===== src/rtl/async_req_arbiter_pkg.sv =====
// Shared constants for async_req_arbiter: default widths, synchronizer depth,
// startup mask length and FSM state encoding.
package async_req_arbiter_pkg;

    localparam int unsigned N_REQ_DEF  = 4;
    localparam int unsigned ADDR_W_DEF = 8;
    localparam int unsigned DATA_W_DEF = 32;

    // req synchronizer depth and number of post-reset cycles with req masked
    localparam int unsigned SYNC_STAGES    = 2;
    localparam int unsigned STARTUP_CYCLES = 2;
    localparam int unsigned STARTUP_CNT_W  = 2;

    localparam logic [1:0] ST_IDLE  = 2'd0;
    localparam logic [1:0] ST_ISSUE = 2'd1;
    localparam logic [1:0] ST_ACK   = 2'd2;

    typedef enum logic [1:0] {
        IDLE  = ST_IDLE,
        ISSUE = ST_ISSUE,
        ACK   = ST_ACK
    } state_e;

endpackage


===== src/rtl/async_req_arbiter_if.sv =====
// Requester handshake bundle plus shared write port.
//   req_async/addr_async/data_async : per-requester request and bundled payload
//   ack                             : per-requester level acknowledge
//   wr_en/wr_addr/wr_data/wr_ready  : shared single-clock write port
// slave = arbiter side, master = requesters/write-port side.
interface async_req_arbiter_if
    import async_req_arbiter_pkg::*;
#(
    parameter int unsigned N_REQ  = N_REQ_DEF,
    parameter int unsigned ADDR_W = ADDR_W_DEF,
    parameter int unsigned DATA_W = DATA_W_DEF
);
    logic [N_REQ-1:0]        req_async;
    logic [N_REQ*ADDR_W-1:0] addr_async;
    logic [N_REQ*DATA_W-1:0] data_async;
    logic [N_REQ-1:0]        ack;
    logic                    wr_en;
    logic [ADDR_W-1:0]       wr_addr;
    logic [DATA_W-1:0]       wr_data;
    logic                    wr_ready;

    modport slave (
        input  req_async, addr_async, data_async, wr_ready,
        output ack, wr_en, wr_addr, wr_data
    );

    modport master (
        output req_async, addr_async, data_async, wr_ready,
        input  ack, wr_en, wr_addr, wr_data
    );
endinterface


===== src/rtl/async_req_arbiter_rr_arb_pick.sv =====
// Combinational round-robin picker: first set bit of req scanning upward
// from ptr+1 with wrap-around.
//   req   : request vector
//   ptr   : index of the last grant
//   win_c : winning index (0 when nothing requested)
//   any_c : at least one request set
module rr_arb_pick #(
    parameter  int unsigned N     = 4,
    localparam int unsigned IDX_W = $clog2(N)
) (
    input  logic [N-1:0]     req,
    input  logic [IDX_W-1:0] ptr,
    output logic [IDX_W-1:0] win_c,
    output logic             any_c
);
    int unsigned cand;

    // Scan from lowest priority to highest so the highest-priority hit wins.
    always_comb begin
        win_c = '0;
        any_c = 1'b0;
        cand  = 0;
        for (int k = int'(N); k > 0; k--) begin
            cand = 32'(ptr) + 32'(k);
            if (cand >= N) begin
                cand = cand - N;
            end
            if (req[cand[IDX_W-1:0]]) begin
                win_c = IDX_W'(cand);
                any_c = 1'b1;
            end
        end
    end
endmodule


===== src/rtl/sync_2ff.sv =====
// Multi-flop level synchronizer, no reset.
//   clk : destination clock
//   d   : asynchronous input
//   q   : synchronized output (STAGES cycles latency)
module sync_2ff #(
    parameter int unsigned STAGES = 2
) (
    input  logic clk,
    input  logic d,
    output logic q
);
    logic [STAGES-1:0] sr;

    always_ff @(posedge clk) begin
        sr <= {sr[STAGES-2:0], d};
    end

    assign q = sr[STAGES-1];
endmodule


===== src/rtl/async_req_arbiter.sv =====
// Round-robin arbiter sharing one write port among N_REQ requesters that use
// a 4-phase req/ack handshake from foreign clock domains.
//   clk, rst_n : core clock, async active-low reset
//   bus        : requester bundle + shared write port (slave side)
//   grant_id   : current owner, valid while busy
//   busy       : FSM not idle
//   proto_err  : sticky, req dropped before ack
module async_req_arbiter
    import async_req_arbiter_pkg::*;
#(
    parameter  int unsigned N_REQ  = N_REQ_DEF,
    parameter  int unsigned ADDR_W = ADDR_W_DEF,
    parameter  int unsigned DATA_W = DATA_W_DEF,
    localparam int unsigned IDX_W  = $clog2(N_REQ)
) (
    input  logic               clk,
    input  logic               rst_n,
    async_req_arbiter_if.slave bus,
    output logic [IDX_W-1:0]   grant_id,
    output logic               busy,
    output logic               proto_err
);
    logic [N_REQ-1:0]         req_sync;
    logic [N_REQ-1:0]         req_s;
    logic [N_REQ-1:0]         pend;
    logic [STARTUP_CNT_W-1:0] start_cnt;
    logic [IDX_W-1:0]         rr_ptr;
    logic [IDX_W-1:0]         win_c;
    logic                     any_c;
    state_e                   state;
    logic [N_REQ-1:0]         ack;
    logic                     wr_en;
    logic [ADDR_W-1:0]        wr_addr;
    logic [DATA_W-1:0]        wr_data;

    // One synchronizer per request bit; payload is sampled raw since it is
    // stable well before req_s can rise.
    for (genvar i = 0; i < int'(N_REQ); i++) begin : g_sync
        sync_2ff #(.STAGES(SYNC_STAGES)) u_sync (
            .clk (clk),
            .d   (bus.req_async[i]),
            .q   (req_sync[i])
        );
    end

    // Unreset synchronizers may hold stale values; mask them after reset.
    always_ff @(posedge clk or negedge rst_n) begin
        if (!rst_n) begin
            start_cnt <= '0;
        end else if (start_cnt != STARTUP_CNT_W'(STARTUP_CYCLES)) begin
            start_cnt <= start_cnt + STARTUP_CNT_W'(1);
        end
    end

    assign req_s = (start_cnt == STARTUP_CNT_W'(STARTUP_CYCLES)) ? req_sync : '0;
    assign pend  = req_s & ~ack;

    rr_arb_pick #(.N(N_REQ)) u_pick (
        .req   (pend),
        .ptr   (rr_ptr),
        .win_c (win_c),
        .any_c (any_c)
    );

    // Arbitration / write issue / acknowledge FSM with registered outputs.
    always_ff @(posedge clk or negedge rst_n) begin
        if (!rst_n) begin
            state     <= IDLE;
            ack       <= '0;
            wr_en     <= 1'b0;
            wr_addr   <= '0;
            wr_data   <= '0;
            grant_id  <= '0;
            busy      <= 1'b0;
            proto_err <= 1'b0;
            rr_ptr    <= IDX_W'(N_REQ - 1);
        end else begin
            case (state)
                IDLE: begin
                    if (any_c) begin
                        wr_en    <= 1'b1;
                        wr_addr  <= bus.addr_async[32'(win_c) * ADDR_W +: ADDR_W];
                        wr_data  <= bus.data_async[32'(win_c) * DATA_W +: DATA_W];
                        grant_id <= win_c;
                        busy     <= 1'b1;
                        state    <= ISSUE;
                    end
                end
                ISSUE: begin
                    // Early req drop: finish the write, flag it, pulse ack once.
                    if (!req_s[grant_id]) begin
                        proto_err <= 1'b1;
                    end
                    if (bus.wr_ready) begin
                        wr_en         <= 1'b0;
                        ack           <= '0;
                        ack[grant_id] <= 1'b1;
                        state         <= ACK;
                    end
                end
                ACK: begin
                    if (!req_s[grant_id]) begin
                        ack    <= '0;
                        rr_ptr <= grant_id;
                        busy   <= 1'b0;
                        state  <= IDLE;
                    end
                end
                default: begin
                    state <= IDLE;
                end
            endcase
        end
    end

    assign bus.ack     = ack;
    assign bus.wr_en   = wr_en;
    assign bus.wr_addr = wr_addr;
    assign bus.wr_data = wr_data;
endmodule


===== src/flat_wrapper.sv =====
// flat-port wrapper written by rule: the top's interface ports become plain ports
module async_req_arbiter_flat import async_req_arbiter_pkg::*;
#(
    parameter  int unsigned N_REQ  = N_REQ_DEF,
    parameter  int unsigned ADDR_W = ADDR_W_DEF,
    parameter  int unsigned DATA_W = DATA_W_DEF,
    localparam int unsigned IDX_W  = $clog2(N_REQ)
)
  (clk, rst_n, grant_id, busy, proto_err, bus_req_async, bus_addr_async, bus_data_async, bus_wr_ready, bus_ack, bus_wr_en, bus_wr_addr, bus_wr_data);
  async_req_arbiter_if #(.N_REQ(N_REQ), .ADDR_W(ADDR_W), .DATA_W(DATA_W)) bus_i ();
  input  logic clk;
  input  logic rst_n;
  output logic [IDX_W-1:0] grant_id;
  output logic busy;
  output logic proto_err;
  input wire logic [$bits(bus_i.req_async)-1:0] bus_req_async;
  input wire logic [$bits(bus_i.addr_async)-1:0] bus_addr_async;
  input wire logic [$bits(bus_i.data_async)-1:0] bus_data_async;
  input wire logic [$bits(bus_i.wr_ready)-1:0] bus_wr_ready;
  output wire logic [$bits(bus_i.ack)-1:0] bus_ack;
  output wire logic [$bits(bus_i.wr_en)-1:0] bus_wr_en;
  output wire logic [$bits(bus_i.wr_addr)-1:0] bus_wr_addr;
  output wire logic [$bits(bus_i.wr_data)-1:0] bus_wr_data;
  assign bus_i.req_async = bus_req_async;
  assign bus_i.addr_async = bus_addr_async;
  assign bus_i.data_async = bus_data_async;
  assign bus_i.wr_ready = bus_wr_ready;
  assign bus_ack = bus_i.ack;
  assign bus_wr_en = bus_i.wr_en;
  assign bus_wr_addr = bus_i.wr_addr;
  assign bus_wr_data = bus_i.wr_data;
  async_req_arbiter #(.N_REQ(N_REQ), .ADDR_W(ADDR_W), .DATA_W(DATA_W)) u_core (.clk(clk), .rst_n(rst_n), .bus(bus_i), .grant_id(grant_id), .busy(busy), .proto_err(proto_err));
endmodule

===== config.mk =====
export PLATFORM = sky130hd
export DESIGN_NAME = async_req_arbiter_flat
export DESIGN_NICKNAME = d
export VERILOG_FILES = /design/src/rtl/async_req_arbiter_pkg.sv /design/src/rtl/async_req_arbiter_if.sv /design/src/rtl/async_req_arbiter_rr_arb_pick.sv /design/src/rtl/sync_2ff.sv /design/src/rtl/async_req_arbiter.sv /design/src/flat_wrapper.sv
export SDC_FILE = /design/constraint.sdc
export NUM_CORES = 1
export LEC_CHECK = 0
export ABC_AREA = 0
export BUFFER_PORTS_ARGS = -buffer_cell sky130_fd_sc_hd__buf_2
export CAP_MARGIN = 30
export CELL_PAD_IN_SITES_DETAIL_PLACEMENT = 0
export CELL_PAD_IN_SITES_GLOBAL_PLACEMENT = 1
export CORE_MARGIN = 2
export CORE_UTILIZATION = 33
export DETAILED_ROUTE_END_ITERATION = 7
export GPL_ROUTABILITY_DRIVEN = 0
export PLACE_DENSITY = 0.78
export SLEW_MARGIN = 20
export SYNTH_ARGS = -nofsm -noshare
export SYNTH_HDL_FRONTEND = slang
export SYNTH_SLANG_ARGS = --single-unit

===== constraint.sdc =====
create_clock -name clk -period 2.15 [get_ports clk]
set_input_delay 0.3225 -clock clk [delete_from_list [all_inputs] [get_ports clk]]
set_output_delay 0.3225 -clock clk [all_outputs]
set_load 0.01 [all_outputs]

==> flow_results.org <==
** Setup path
- The critical path contains buffers and inverters numbering 2 combined.
- CP startpoint kind :: flop
- Critical path class :: reg2reg
- CP Cell Sequence :: or3b_4, a311oi_4, a22oi_2, buf_4, buf_12, a221oi_2, o31ai_1
- Among all stages on the critical path, the largest delay is contributed by sky130_fd_sc_hd__dfrtp_1.
- STA puts the critical path data arrival time at 2.31 ns.
- Of all nets on the critical path, the largest fanout is 18.
- The largest single stage delay on the critical path is 0.43 ns.
- Worst path top cell family by delay :: compound AO/OA/AOI/OAI gates
- Category of the worst setup path capture point :: flop
- Data on the critical path is required at its endpoint by 2.35 ns.

** Timing
- After layout, the minimum clock period comes to 2.108 ns.
- Least-Margin Pin Slew :: 0.6182 ns
- Final critical-path setup slack :: 0.04208 ns
- Final clock period utilization by the worst path :: 0.9804
- The final count of pins violating max slew came to 0.
- Unrepaired setup endpoints after global routing :: true
- Achievable clock frequency :: 474.4 MHz
- Total setup violations reported at the end of the flow :: 0
- Worst Skew :: 0.006937 ns
- In this run the tightest slew margin relative to its limit is 0.5879.
- Final hold violation count :: 0

** Finish
- In the final layout, the share of cells above drive strength 1 is 0.5129.
- The filler cells instantiated in the layout total 1153.
- Compared with the post-synthesis result, the final layout area differs by 43.04%.
- Core utilization of the finished layout :: 0.4872
- 0 antenna diodes ended up in the layout.
- Nets :: 781

** Synthesis
- Fraction of the yosys area taken by sequential cells :: 0.3731
- Of the total synthesized cell area, the portion taken by full adders, half adders and majority gates is 0.003033.
- Post-synthesis cell type count :: 41
- Combinational family with the most area after synthesis :: compound AO/OA/AOI/OAI gates
- Of the total synthesized cell area, the portion taken by XOR and XNOR cells is 0.002123.
- Compound-gate portion of the synthesized area :: 0.3500
- Summed instance area of the synthesized netlist :: 0.004125 mm2
- Counting every instance in the synthesized netlist gives 409.
- Of the total synthesized cell area, the portion taken by AND, OR, NAND and NOR gates is 0.1981.
- Total number of yosys warnings :: 0
- In this run, synthesis produced a sequential element count of 63.
- The average instance in the mapped netlist occupies 10.09 um2.
- Synth Net Count :: 577
- Fraction of synthesized area in multiplexers :: 0.01092

** Clock tree
- H-tree depth :: 3
- CTS saw 63 sinks.
- For the worst-skew pair, the clock arrives at the later sink with an insertion delay of 0.33 ns.
- TritonCTS built the clock tree.
- CTS Root Cell :: sky130_fd_sc_hd__clkbuf_16
- Buffers inserted during clock tree synthesis total 9.
- Clock-pin slew on the worst setup and hold paths :: 0.06 ns
- Buffer levels on the longest clock path :: 2

** Placed design
- Pre-CTS worst setup slack :: -0.1628 ns
- Once detailed placement completed, the half-perimeter wirelength came to 9274 um.
- The count of buffers added on input and output ports is 215.

** Floorplanning
- Area of the die :: 0.01341 mm2
- Area of the core :: 0.01211 mm2
- Std cell rows :: 40
- Effective utilization at floorplan :: 0.3406
- In this run the count of I/O pins placed on the die edge is 216.
- Measured along the x axis, the die boundary spans 115.8 um.
- The die is 115.8 um tall.

** Detailed routing
- Before antenna repair, the detailed router went through 4 iterations.
- WL/cell :: 17.34 um
- DR iter-0 viols :: 243
- The detailed router placed 4170 vias in this run.
- Dividing the detail-routed via count by the number of cells gives 5.305.
- Number of nets with antenna violations after detailed routing :: 0
- Wires add up to 13630 um.
- DRC violations left :: 0

** Global routing
- The via count of the first global-routing pass was 4088.
- Number of antenna violations at the first check in global routing :: 0
- The first global-routing pass estimated 20420 um of wire.
- Pin count of the biggest net entering global routing :: 81
- Aggregate global-route resource usage :: 0.1936
- Sum of overflow across all layers after global routing :: 0

** Job
- Max-cap violations in this run came to 0.

** Power
- In this run the power density over the cells is 1530 mW/mm2.
- Summed over all cells, the static leakage comes to 2.692 nW.
- Across the VDD grid, the largest voltage drop is 643.6 uV.

** Run status
- The run finished with clean final reports.

** Worst hold path
- Hold Path Class :: in2async
## cell families (layout without fill, tap and decap cells)
family | after synthesis | in the layout
AO/OA/AOI/OAI | 142 | 143
adder cells (fa/ha/maj) | 1 | 1
flip-flops | 63 | 63
multiplexers | 3 | 3
AND/OR/NAND/NOR | 150 | 150
XOR/XNOR | 1 | 1
buffers and inverters | 49 | 257
## stage by stage
step | area [um2] | cells | TNS, ns | power (W) | hold WS, ns
finish | 5901 | 786 | 0 | 0.009028 | 0.01029
global route | 5901 | 786 | -0.2175 | 0.009692 | 0.05195
CTS | 5771 | 781 | 0 | 0.008806 | 0.02546
detailed placement | 5445 | 764 | -3.685 | 0.007282 | 0.3135
global placement | 5445 | 764 | -0.3304 | 0.007147 | 0.3161
floorplan | 4125 | 409 | 0 | 0.005661 | 0.02691
## routing by layer
metal  GRT usage  up-vias  part of all wire
li1            -     1986                 -
met3     0.03243       17             0.072
met2      0.3341      186              0.50
met5           0        -                 0
met4     0.07937        0             0.017
met1      0.2406     1981              0.41
## power breakdown
part | internal (W) | leakage [nW] | switching, W
Clock | 0.000815 | 0.131 | 0.000555
Combinational | 0.00241 | 1.83 | 0.00319
Sequential | 0.00172 | 0.729 | 0.000344
## worst paths after layout
check | depth (start not counted) | endpoint | slack [ns] | startpoint
max | 7 | u_core.bus.wr_data[23] | 0.04 | u_core.bus.ack[3]
min | 1 | u_core.bus.wr_data[1] | 0.01 | rst_n
max reg2reg | 7 | u_core.bus.wr_data[23] | 0.04 | u_core.bus.ack[3]
min reg2reg | 0 | u_core.g_sync[2].u_sync.sr[1] | 0.33 | u_core.g_sync[2].u_sync.sr[0]
max in group asynchronous | 2 | u_core.rr_ptr[1] | 1.49 | rst_n
min in group clk | 1 | u_core.g_sync[2].u_sync.sr[0] | 0.10 | bus_req_async[2]
## cell type report
class                      count  area, um2  area share
clock buffer                  10      239.0     0.04050
clock inverter                 6      45.04    0.007634
inverter                       6      22.52    0.003817
multi-input combinational    298       2441      0.4137
sequential                    63       1539      0.2608
tap                          168      210.2     0.03562
timing repair buffer         235       1404      0.2379
## flip-flops by register name, indices dropped and copies added, names as in the netlist
name                     count
u_core.bus.wr_data          32
u_core.state                 2
u_core.g_sync.u_sync.sr      8
u_core.rr_ptr                2
u_core.bus.wr_addr           8
u_core.grant_id              2
u_core.bus.wr_en             1
u_core.bus.ack               4
u_core.busy                  1
u_core.start_cnt             2
u_core.proto_err             1
## synthesized netlist by cell type
master	n	area [um2]
sky130_fd_sc_hd__buf_2	9	45.04
sky130_fd_sc_hd__or2b_1	1	7.510
sky130_fd_sc_hd__o32ai_1	4	35.03
sky130_fd_sc_hd__inv_1	6	22.52
sky130_fd_sc_hd__a21o_1	1	7.510
sky130_fd_sc_hd__o21ai_0	6	30.03
sky130_fd_sc_hd__nand4bb_1	1	11.26
sky130_fd_sc_hd__dfstp_2	2	52.55
sky130_fd_sc_hd__a22oi_2	1	12.51
sky130_fd_sc_hd__buf_4	1	7.510
sky130_fd_sc_hd__o2111ai_1	1	8.760
sky130_fd_sc_hd__buf_1	1	3.750
sky130_fd_sc_hd__or3b_1	1	8.760
sky130_fd_sc_hd__a21oi_1	4	20.02
sky130_fd_sc_hd__clkbuf_1	24	90.09
sky130_fd_sc_hd__a21oi_2	1	8.760
sky130_fd_sc_hd__o21a_1	1	7.510
sky130_fd_sc_hd__buf_6	8	90.09
sky130_fd_sc_hd__a221oi_1	40	350.3
sky130_fd_sc_hd__nor3b_1	2	15.01
sky130_fd_sc_hd__o2bb2ai_2	1	15.01
sky130_fd_sc_hd__and4b_1	1	10.01
sky130_fd_sc_hd__nand3_1	1	5.000
sky130_fd_sc_hd__dfxtp_1	8	160.2
sky130_fd_sc_hd__dfrtp_1	53	1326
sky130_fd_sc_hd__and2_1	79	494.2
sky130_fd_sc_hd__and2_0	1	6.260
sky130_fd_sc_hd__nor2b_1	3	18.77
sky130_fd_sc_hd__ha_1	1	12.51
sky130_fd_sc_hd__mux4_2	1	22.52
sky130_fd_sc_hd__or2_1	1	6.260
sky130_fd_sc_hd__o31ai_1	37	277.8
sky130_fd_sc_hd__nand2_1	51	191.4
sky130_fd_sc_hd__o31ai_2	3	37.54
sky130_fd_sc_hd__a22o_4	1	17.52
sky130_fd_sc_hd__nand2b_1	5	31.28
sky130_fd_sc_hd__a221oi_2	40	600.6
sky130_fd_sc_hd__xnor2_1	1	8.760
sky130_fd_sc_hd__mux2_2	2	22.52
sky130_fd_sc_hd__nor2_1	3	11.26
sky130_fd_sc_hd__a311oi_2	1	15.01
## cell usage in the layout, fill, tap and decap left out, types with 2 or more instances in the layout
cell type / count
sky130_fd_sc_hd__clkbuf_16: 12
sky130_fd_sc_hd__o31ai_1: 37
sky130_fd_sc_hd__dfrtp_1: 53
sky130_fd_sc_hd__nor2b_1: 3
sky130_fd_sc_hd__a22o_4: 2
sky130_fd_sc_hd__nand2_1: 50
sky130_fd_sc_hd__dfstp_2: 2
sky130_fd_sc_hd__o21ai_0: 4
sky130_fd_sc_hd__buf_4: 7
sky130_fd_sc_hd__buf_2: 215
sky130_fd_sc_hd__buf_12: 10
sky130_fd_sc_hd__nand2b_1: 5
sky130_fd_sc_hd__a221oi_1: 37
sky130_fd_sc_hd__a21oi_1: 3
sky130_fd_sc_hd__clkinvlp_4: 3
sky130_fd_sc_hd__nor2_1: 3
sky130_fd_sc_hd__mux2_2: 2
sky130_fd_sc_hd__dfxtp_1: 8
sky130_fd_sc_hd__and2_1: 79
sky130_fd_sc_hd__o32ai_1: 4
sky130_fd_sc_hd__inv_1: 6
sky130_fd_sc_hd__a221oi_2: 43
sky130_fd_sc_hd__o31ai_2: 3
## timing repair
action                     CTS  global route
cloned                       1             3
setup endpoints to repair   40            35
hold buffers                 0             0
gates resized for setup      6             9
pin swaps                    2             1
buffers inserted             0             2
Note: power is estimated with default switching activity, not from simulation.
